**config.mk**
```make
export PLATFORM = sky130hd
export DESIGN_NAME = ram_arb2
export DESIGN_NICKNAME = d
export VERILOG_FILES = /design/src/rtl/sap_mem_pkg.sv /design/src/rtl/rr_arb2.sv /design/src/rtl/ram_arb2.sv
export SDC_FILE = /design/constraint.sdc
export NUM_CORES = 1
export LEC_CHECK = 0
export ABC_AREA = 1
export BUFFER_PORTS_ARGS = -buffer_cell sky130_fd_sc_hd__buf_2
export CAP_MARGIN = 20
export CORE_MARGIN = 5
export CORE_UTILIZATION = 40
export CTS_CLUSTER_DIAMETER = 150
export DETAILED_ROUTE_END_ITERATION = 12
export PLACE_DENSITY_LB_ADDON = 0.12
export SETUP_SLACK_MARGIN = 0.15
export SKIP_CTS_REPAIR_TIMING = 1
export SYNTH_ARGS = -nofsm -noshare
export SYNTH_HDL_FRONTEND = slang
export SYNTH_SLANG_ARGS = --single-unit
```
**constraint.sdc**
```tcl
create_clock -name clk -period 1.94 [get_ports clk]
set_input_delay 0.388 -clock clk [delete_from_list [all_inputs] [get_ports clk]]
set_output_delay 0.388 -clock clk [all_outputs]
set_load 0.05 [all_outputs]
```
**src/rtl/sap_mem_pkg.sv**
```systemverilog
// Shared types and defaults for the RAM arbiter slice in front of ram8x256.
package sap_mem_pkg;

    localparam int unsigned RAM_AW = 8;
    localparam int unsigned RAM_DW = 8;

    typedef enum logic [1:0] {
        IDLE  = 2'd0,
        ISSUE = 2'd1,
        RESP  = 2'd2
    } ram_arb_state_t;

    typedef logic requester_id_t;

    localparam requester_id_t REQ_M0 = 1'b0;
    localparam requester_id_t REQ_M1 = 1'b1;

    typedef struct packed {
        logic              we;
        logic [RAM_AW-1:0] addr;
        logic [RAM_DW-1:0] wdata;
    } ram_req_t;

endpackage

```
**src/rtl/rr_arb2.sv**
```systemverilog
// Two-way combinational pick: round-robin on ties when FAIR, else m0 always wins.
module rr_arb2
    import sap_mem_pkg::*;
#(
    parameter bit FAIR = 1'b1
) (
    input  logic [1:0]    valid,
    input  requester_id_t last_grant,
    output logic [1:0]    grant
);

    always_comb begin
        grant = 2'b00;
        case (valid)
            2'b01: grant = 2'b01;
            2'b10: grant = 2'b10;
            2'b11: begin
                if (FAIR && (last_grant == REQ_M0)) grant = 2'b10;
                else                                grant = 2'b01;
            end
            default: grant = 2'b00;
        endcase
    end

endmodule

```
**src/rtl/ram_arb2.sv**
```systemverilog
// Sequences one RAM op at a time (IDLE -> ISSUE -> RESP) for two valid/ready masters.
module ram_arb2
    import sap_mem_pkg::*;
#(
    parameter int unsigned AW   = RAM_AW,
    parameter int unsigned DW   = RAM_DW,
    parameter bit          FAIR = 1'b1
) (
    input  logic          clk,
    input  logic          rst,
    input  logic          m0_req_valid,
    output logic          m0_req_ready,
    input  logic          m0_req_we,
    input  logic [AW-1:0] m0_req_addr,
    input  logic [DW-1:0] m0_req_wdata,
    output logic          m0_rsp_valid,
    output logic [DW-1:0] m0_rsp_rdata,
    input  logic          m1_req_valid,
    output logic          m1_req_ready,
    input  logic          m1_req_we,
    input  logic [AW-1:0] m1_req_addr,
    input  logic [DW-1:0] m1_req_wdata,
    output logic          m1_rsp_valid,
    output logic [DW-1:0] m1_rsp_rdata,
    output logic [AW-1:0] ram_addr,
    output logic [DW-1:0] ram_din,
    output logic          ram_we,
    input  logic [DW-1:0] ram_dout
);

    ram_arb_state_t state;
    requester_id_t  last_grant;
    requester_id_t  owner;
    requester_id_t  pick;
    logic [1:0]     valid;
    logic [1:0]     grant;
    logic           accept;
    logic           op_we;
    logic           in_resp;
    logic [DW-1:0]  rsp_data;
    logic [DW-1:0]  m0_rdata_q;
    logic [DW-1:0]  m1_rdata_q;

    assign valid = {m1_req_valid, m0_req_valid};

    rr_arb2 #(.FAIR(FAIR)) u_pick (
        .valid      (valid),
        .last_grant (last_grant),
        .grant      (grant)
    );

    // Ready is only offered from IDLE and is held low throughout reset.
    assign m0_req_ready = !rst && (state == IDLE) && grant[0];
    assign m1_req_ready = !rst && (state == IDLE) && grant[1];
    assign accept       = m0_req_ready | m1_req_ready;
    assign pick         = requester_id_t'(grant[1]);

    // RAM read data only lands during RESP, so the owner's rdata bypasses its hold register then.
    assign in_resp      = (state == RESP);
    assign rsp_data     = op_we ? '0 : ram_dout;
    assign m0_rsp_rdata = (in_resp && owner == REQ_M0) ? rsp_data : m0_rdata_q;
    assign m1_rsp_rdata = (in_resp && owner == REQ_M1) ? rsp_data : m1_rdata_q;

    always_ff @(posedge clk or posedge rst) begin
        if (rst) begin
            state        <= IDLE;
            ram_we       <= 1'b0;
            ram_addr     <= '0;
            ram_din      <= '0;
            op_we        <= 1'b0;
            owner        <= REQ_M0;
            last_grant   <= REQ_M1;
            m0_rsp_valid <= 1'b0;
            m1_rsp_valid <= 1'b0;
            m0_rdata_q   <= '0;
            m1_rdata_q   <= '0;
        end else begin
            case (state)
                IDLE: begin
                    ram_we <= 1'b0;
                    if (accept) begin
                        owner      <= pick;
                        last_grant <= pick;
                        op_we      <= pick ? m1_req_we    : m0_req_we;
                        ram_we     <= pick ? m1_req_we    : m0_req_we;
                        ram_addr   <= pick ? m1_req_addr  : m0_req_addr;
                        ram_din    <= pick ? m1_req_wdata : m0_req_wdata;
                        state      <= ISSUE;
                    end
                end
                ISSUE: begin
                    ram_we       <= 1'b0;
                    m0_rsp_valid <= (owner == REQ_M0);
                    m1_rsp_valid <= (owner == REQ_M1);
                    state        <= RESP;
                end
                RESP: begin
                    m0_rsp_valid <= 1'b0;
                    m1_rsp_valid <= 1'b0;
                    if (owner == REQ_M0) m0_rdata_q <= rsp_data;
                    else                 m1_rdata_q <= rsp_data;
                    state        <= IDLE;
                end
                default: state <= IDLE;
            endcase
        end
    end

endmodule
```
=== After elaboration in Yosys (flattened, before gate mapping) ===
Cells that the tools add are included.
Widths: inputs -> output; s select.

* Add/subtract/negate cells: 0
* Reductions and logical operators: 12
* Order comparisons: 0
* Shifts and indexed selects: 0
* Multiplexer cells: 14
* Multiply operators: 0
* Div/mod/pow operators: 0
* Eq/ne operators: 6
* Bitwise operators: 2

{| class="wikitable"
|+ Operator list
! operator !! count
|-
| $mux 8 || 5
|-
| $eq 2x2->1 const B || 3
|-
| $pmux 1 s2 || 3
|-
| $pmux 2 s3 || 1
|-
| $reduce_and 2->1 || 3
|-
| $logic_and 1x1->1 || 5
|-
| $eq 2x1->1 const B || 2
|-
| $mux 2 || 2
|-
| $pmux 2 s2 || 1
|-
| $reduce_bool 2->1 || 2
|-
| $logic_not 2->1 || 1
|-
| $mux 1 || 2
|-
| $ne 2x2->1 const B || 1
|-
| $logic_not 1->1 || 1
|-
| $not 1->1 || 1
|-
| $or 1x1->1 || 1
|}

* Memories kept: 0
* Bits in read-only memories: 0
* Bits in latches: 0
* Bits of input ports: 46
* Bits in writable memories: 0
* Bits in registers: 40
* Logic and storage cells: 45

=== Logic depth before layout (Yosys ltp) ===
* Depth in word-level cells: 6
* Depth in mapped cells: 8

=== Hierarchy ===
A second synthesis with hierarchy kept.

* Cell total of the unflattened synthesis: 259
* Area, all modules: 1986.9 µm²

{| class="wikitable"
|+ By module, submodules not included
! module !! times used !! area each (µm²) !! sequential area each (µm²) !! cells an instance
|-
| ram_arb2 || 1 || 1965.6 || 1002.2 || 254
|-
| rr_arb2 || 1 || 21.3 || 0.0 || 5
|}

=== Worst setup path before layout ===
No wires, ideal clock.

* Kind: input-to-output
* Start point: in rst
* End point: out m0_req_ready
* Data required time: 1.552 ns
* Stages on the path: 3
* Setup slack: -1.097 ns
* Data arrival time: 2.649 ns
* Path buffers: 0
* Cells stage by stage: inv_1 -> nand2_1 -> nor3_1

* Cells in the longest elaborated chain, start to end: 3

{| class="wikitable"
|+ Ends and longest elaborated chain
! item !! RTL line !! RTL
|-
| start, declared || ram_arb2.sv:10 || <nowiki>input logic rst,</nowiki>
|-
| $logic_not 1->1 (no source line) || n/a ||
|-
| $logic_and 1x1->1 (2 in series) || ram_arb2.sv:53 || <nowiki>assign m0_req_ready = !rst && (state == IDLE) && grant[0];</nowiki>
|-
| end, declared || ram_arb2.sv:12 || <nowiki>output logic m0_req_ready,</nowiki>
|}

No other way between the ends.

=== Worst setup path after layout ===
* Start point: reg state[0]
* End point: out m0_rsp_rdata[6]

* Cells in the longest elaborated chain, start to end: 3

{| class="wikitable"
|+ Ends and longest elaborated chain
! item !! RTL line !! RTL
|-
| start, declared || ram_arb2.sv:31 || <nowiki>ram_arb_state_t state;</nowiki>
|-
| start signal, assigned || ram_arb2.sv:66 || <nowiki>state <= IDLE;</nowiki>
|-
| start signal, assigned || ram_arb2.sv:88 || <nowiki>state <= ISSUE;</nowiki>
|-
| start signal, assigned || ram_arb2.sv:95 || <nowiki>state <= RESP;</nowiki>
|-
| $eq 2x2->1 || ram_arb2.sv:59 || <nowiki>assign in_resp = (state == RESP);</nowiki>
|-
| $logic_and 1x1->1 || ram_arb2.sv:61 || <nowiki>assign m0_rsp_rdata = (in_resp && owner == REQ_M0) ? rsp_data : m0_rdata_q;</nowiki>
|-
| $mux 8 || ram_arb2.sv:61 ||
|-
| end, declared || ram_arb2.sv:17 || <nowiki>output logic [DW-1:0] m0_rsp_rdata,</nowiki>
|}

No other way between the ends.

==> flow_summary.json <==
{
  "status": "completed",
  "drive_gt1_share_pct": 39.9,
  "routed_wl_mm": 5.14,
  "fp-row-count": 25,
  "ir_drop_mv": 0.660,
  "critPathMaxStageDelay_ns": 0.40,
  "syn_to_final_growth_pct": 49.4,
  "drc": 0,
  "period_share_pct": 99.1,
  "wl_per_cell_um": 12.1,
  "worstPathCellList": "inv_2, ha_4, inv_2, nor2_4, buf_6, nand2_1, nand2_2, buf_8",
  "syn_avg_cell_area_um2": 7.53,
  "hpwl_mm": 3.58,
  "finalPower_mw": 5.52,
  "max_freq_ghz": 0.520,
  "rsz0062_at_grt": "true",
  "grt_usage_pct": 16.4,
  "synth-edff-count": 0,
  "cts-buffers-inserted": 5,
  "die_h_um": 79.8,
  "drtIter0Drc": 76,
  "async_reset_ff_share_pct": 100,
  "cp-end-kind": "output pin",
  "postPlaceCellArea_um2": 2520,
  "crit_buf_inv": 4,
  "hold_viol": 0,
  "syn_inst": 259,
  "cts.sinks": 40,
  "routabilityCongestion": 0.714,
  "crit_top_cell": "inv_2",
  "ys_seq_area_share_pct": 51.4,
  "grt_pass1_vias": 1827,
  "p_leak_nw": 1.66,
  "ant_nets": 0,
  "period_minus_slack_ns": 1.92,
  "die_w_um": 79.8,
  "clockBufferDepth": 2,
  "setup_viol": 0,
  "htreeDepth": 2,
  "initial_core_util_pct": 41.3,
  "avgViaCountPerCell": 4.43,
  "antenna_found_initial": 0,
  "syn_nets": 309,
  "worst_hold_slack_ns": 0.301,
  "clk_latency_ns": 0.29,
  "skew_ns": 0.00432,
  "ys_types": 18,
  "cts_tree": "done",
  "ys_warn_count": 0,
  "core_area_um2": 4720,
  "start_kind": "register",
  "cp_data_required_time_ns": 1.55,
  "relSlewSlack_pct": 66.5,
  "synth_most_common_cell": "nand2_1",
  "report.final.slew_viol_count": 0,
  "cpLargestDelayFamily": "buffers and inverters",
  "cts_root_buf": "clkbuf_8",
  "synth_ff_type": "dfrtp_1",
  "crit_path_max_fanout": 6,
  "ys_ff_latch": 40,
  "crit_type": "reg2out",
  "final_nets": 408,
  "num_io_pins": 83,
  "hold_class": "in2async",
  "synth_top_area_share_pct": 50.1,
  "grt_max_degree": 41,
  "yosysTopAreaCell": "dfrtp_1",
  "dr.pass1.iters": 4,
  "power_density_nw_per_um2": 1900,
  "port_buffers": 82,
  "cpMaxStageDelayCell": "dfrtp_1",
  "finalInstanceArea_um2": 2910,
  "fin_cells": 425,
  "tightest_slew_ns": 0.503,
  "dp_cells": 409,
  "cp.arrival_ns": 1.53,
  "netlist_area_um2": 1950,
  "synth_commonest_cells": "nand2_1, dfrtp_1, nand3_1, inv_1, nor2_1",
  "num_vias": 1882,
  "dieArea_um2": 6370,
  "grt_pass1_wl_mm": 8.29,
  "netlist_top_cells_area": "dfrtp_1, nand2_1, nand3_1",
  "drv_cap": 0,
  "antenna_cells": 0,
  "clk_pin_slew_ns": 0.08,
  "overflow": 0
}
cell type report:
type / count / area (um2)
clock buffers: 6 / 72.6
clock inverters: 1 / 5.00
fillers: 409 / 1810
inverters: 21 / 82.6
multi-input cells: 189 / 923
flip-flops and latches: 40 / 1000
well taps: 67 / 83.8
repair buffers: 101 / 742
worst paths after layout:
check,startpoint,end,slack [ns],cells after the start
setup / recovery,state[0]$_DFFE_PP0P_,m0_rsp_rdata[6],0.02,8
hold reg to reg,ram_din[2]$_DFFE_PP0P_,ram_din[2]$_DFFE_PP0P_,0.48,2
max in group asynchronous,rst,state[1]$_DFFE_PP0P_,1.27,3
setup reg to reg,state[1]$_DFFE_PP0P_,ram_addr[2]$_DFFE_PP0P_,0.40,8
hold / removal,rst,m0_rdata_q[7]$_DFFE_PP0N_,0.30,3
min in group clk,m0_req_addr[4],ram_addr[4]$_DFFE_PP0P_,0.38,5
worst register-to-register path: cells and delay by family, from the launching register on:
kind            cells  cell delay (ns)
simple gates        3             0.23
fa+ha+maj           1             0.17
compound gates      1             0.18
flops               1             0.44
buf+inv             3             0.42
flip-flops by register name, summed over array words and instances (netlist names):
signal        flops
m1_rsp_valid      1
state             2
ram_we            1
m0_rdata_q        8
ram_addr          8
m1_rdata_q        8
op_we             1
last_grant        1
ram_din           8
owner             1
m0_rsp_valid      1
layout by cell type (no fill, tap or decap), drive strengths merged:
cell type  instances
clkinv             1
dfstp              1
a21oi              1
clkinvlp           1
inv               20
nor2              10
o21ai             10
clkbuf             6
dfrtp             39
nand3             22
ha                 4
nor3               2
o22ai              2
buf              101
nand2            138
logic make-up after synthesis:
logic type	count (synthesis)	synth area share, %
simple gates	172	35.2
compound gates	13	4.04
fa+ha+maj	4	2.57
flops	40	51.4
buf+inv	30	6.80
through the flow:
stage          TNS (ns)  setup slack [ns]  util (%)
5_1_grt          -0.648           -0.0505      61.7
3_3_place_gp          0             0.137      53.4
6_report              0            0.0178      61.7
2_1_floorplan         0            0.0823         -
3_5_place_dp          0             0.104      53.4
4_1_cts           -2.76            -0.228      55.0
per-layer routing:
layer / share of wire [%] / track usage (%) / up-vias
met2: 49 / 27.7 / 56
met4: 0.90 / 3.72 / 0
met3: 6.1 / 5.42 / 6
met5: 0 / 0 / -
li1: - / - / 987
met1: 44 / 20.3 / 833
power breakdown:
part	switching, mW	leakage (nW)	internal (mW)	total (mW)
logic	2.33	1.12	1.24	3.57
registers	0.216	0.501	1.22	1.43
clock network	0.273	0.0410	0.245	0.518
total	2.82	1.66	2.70	5.52
Note: power is estimated with default switching activity, not from simulation.
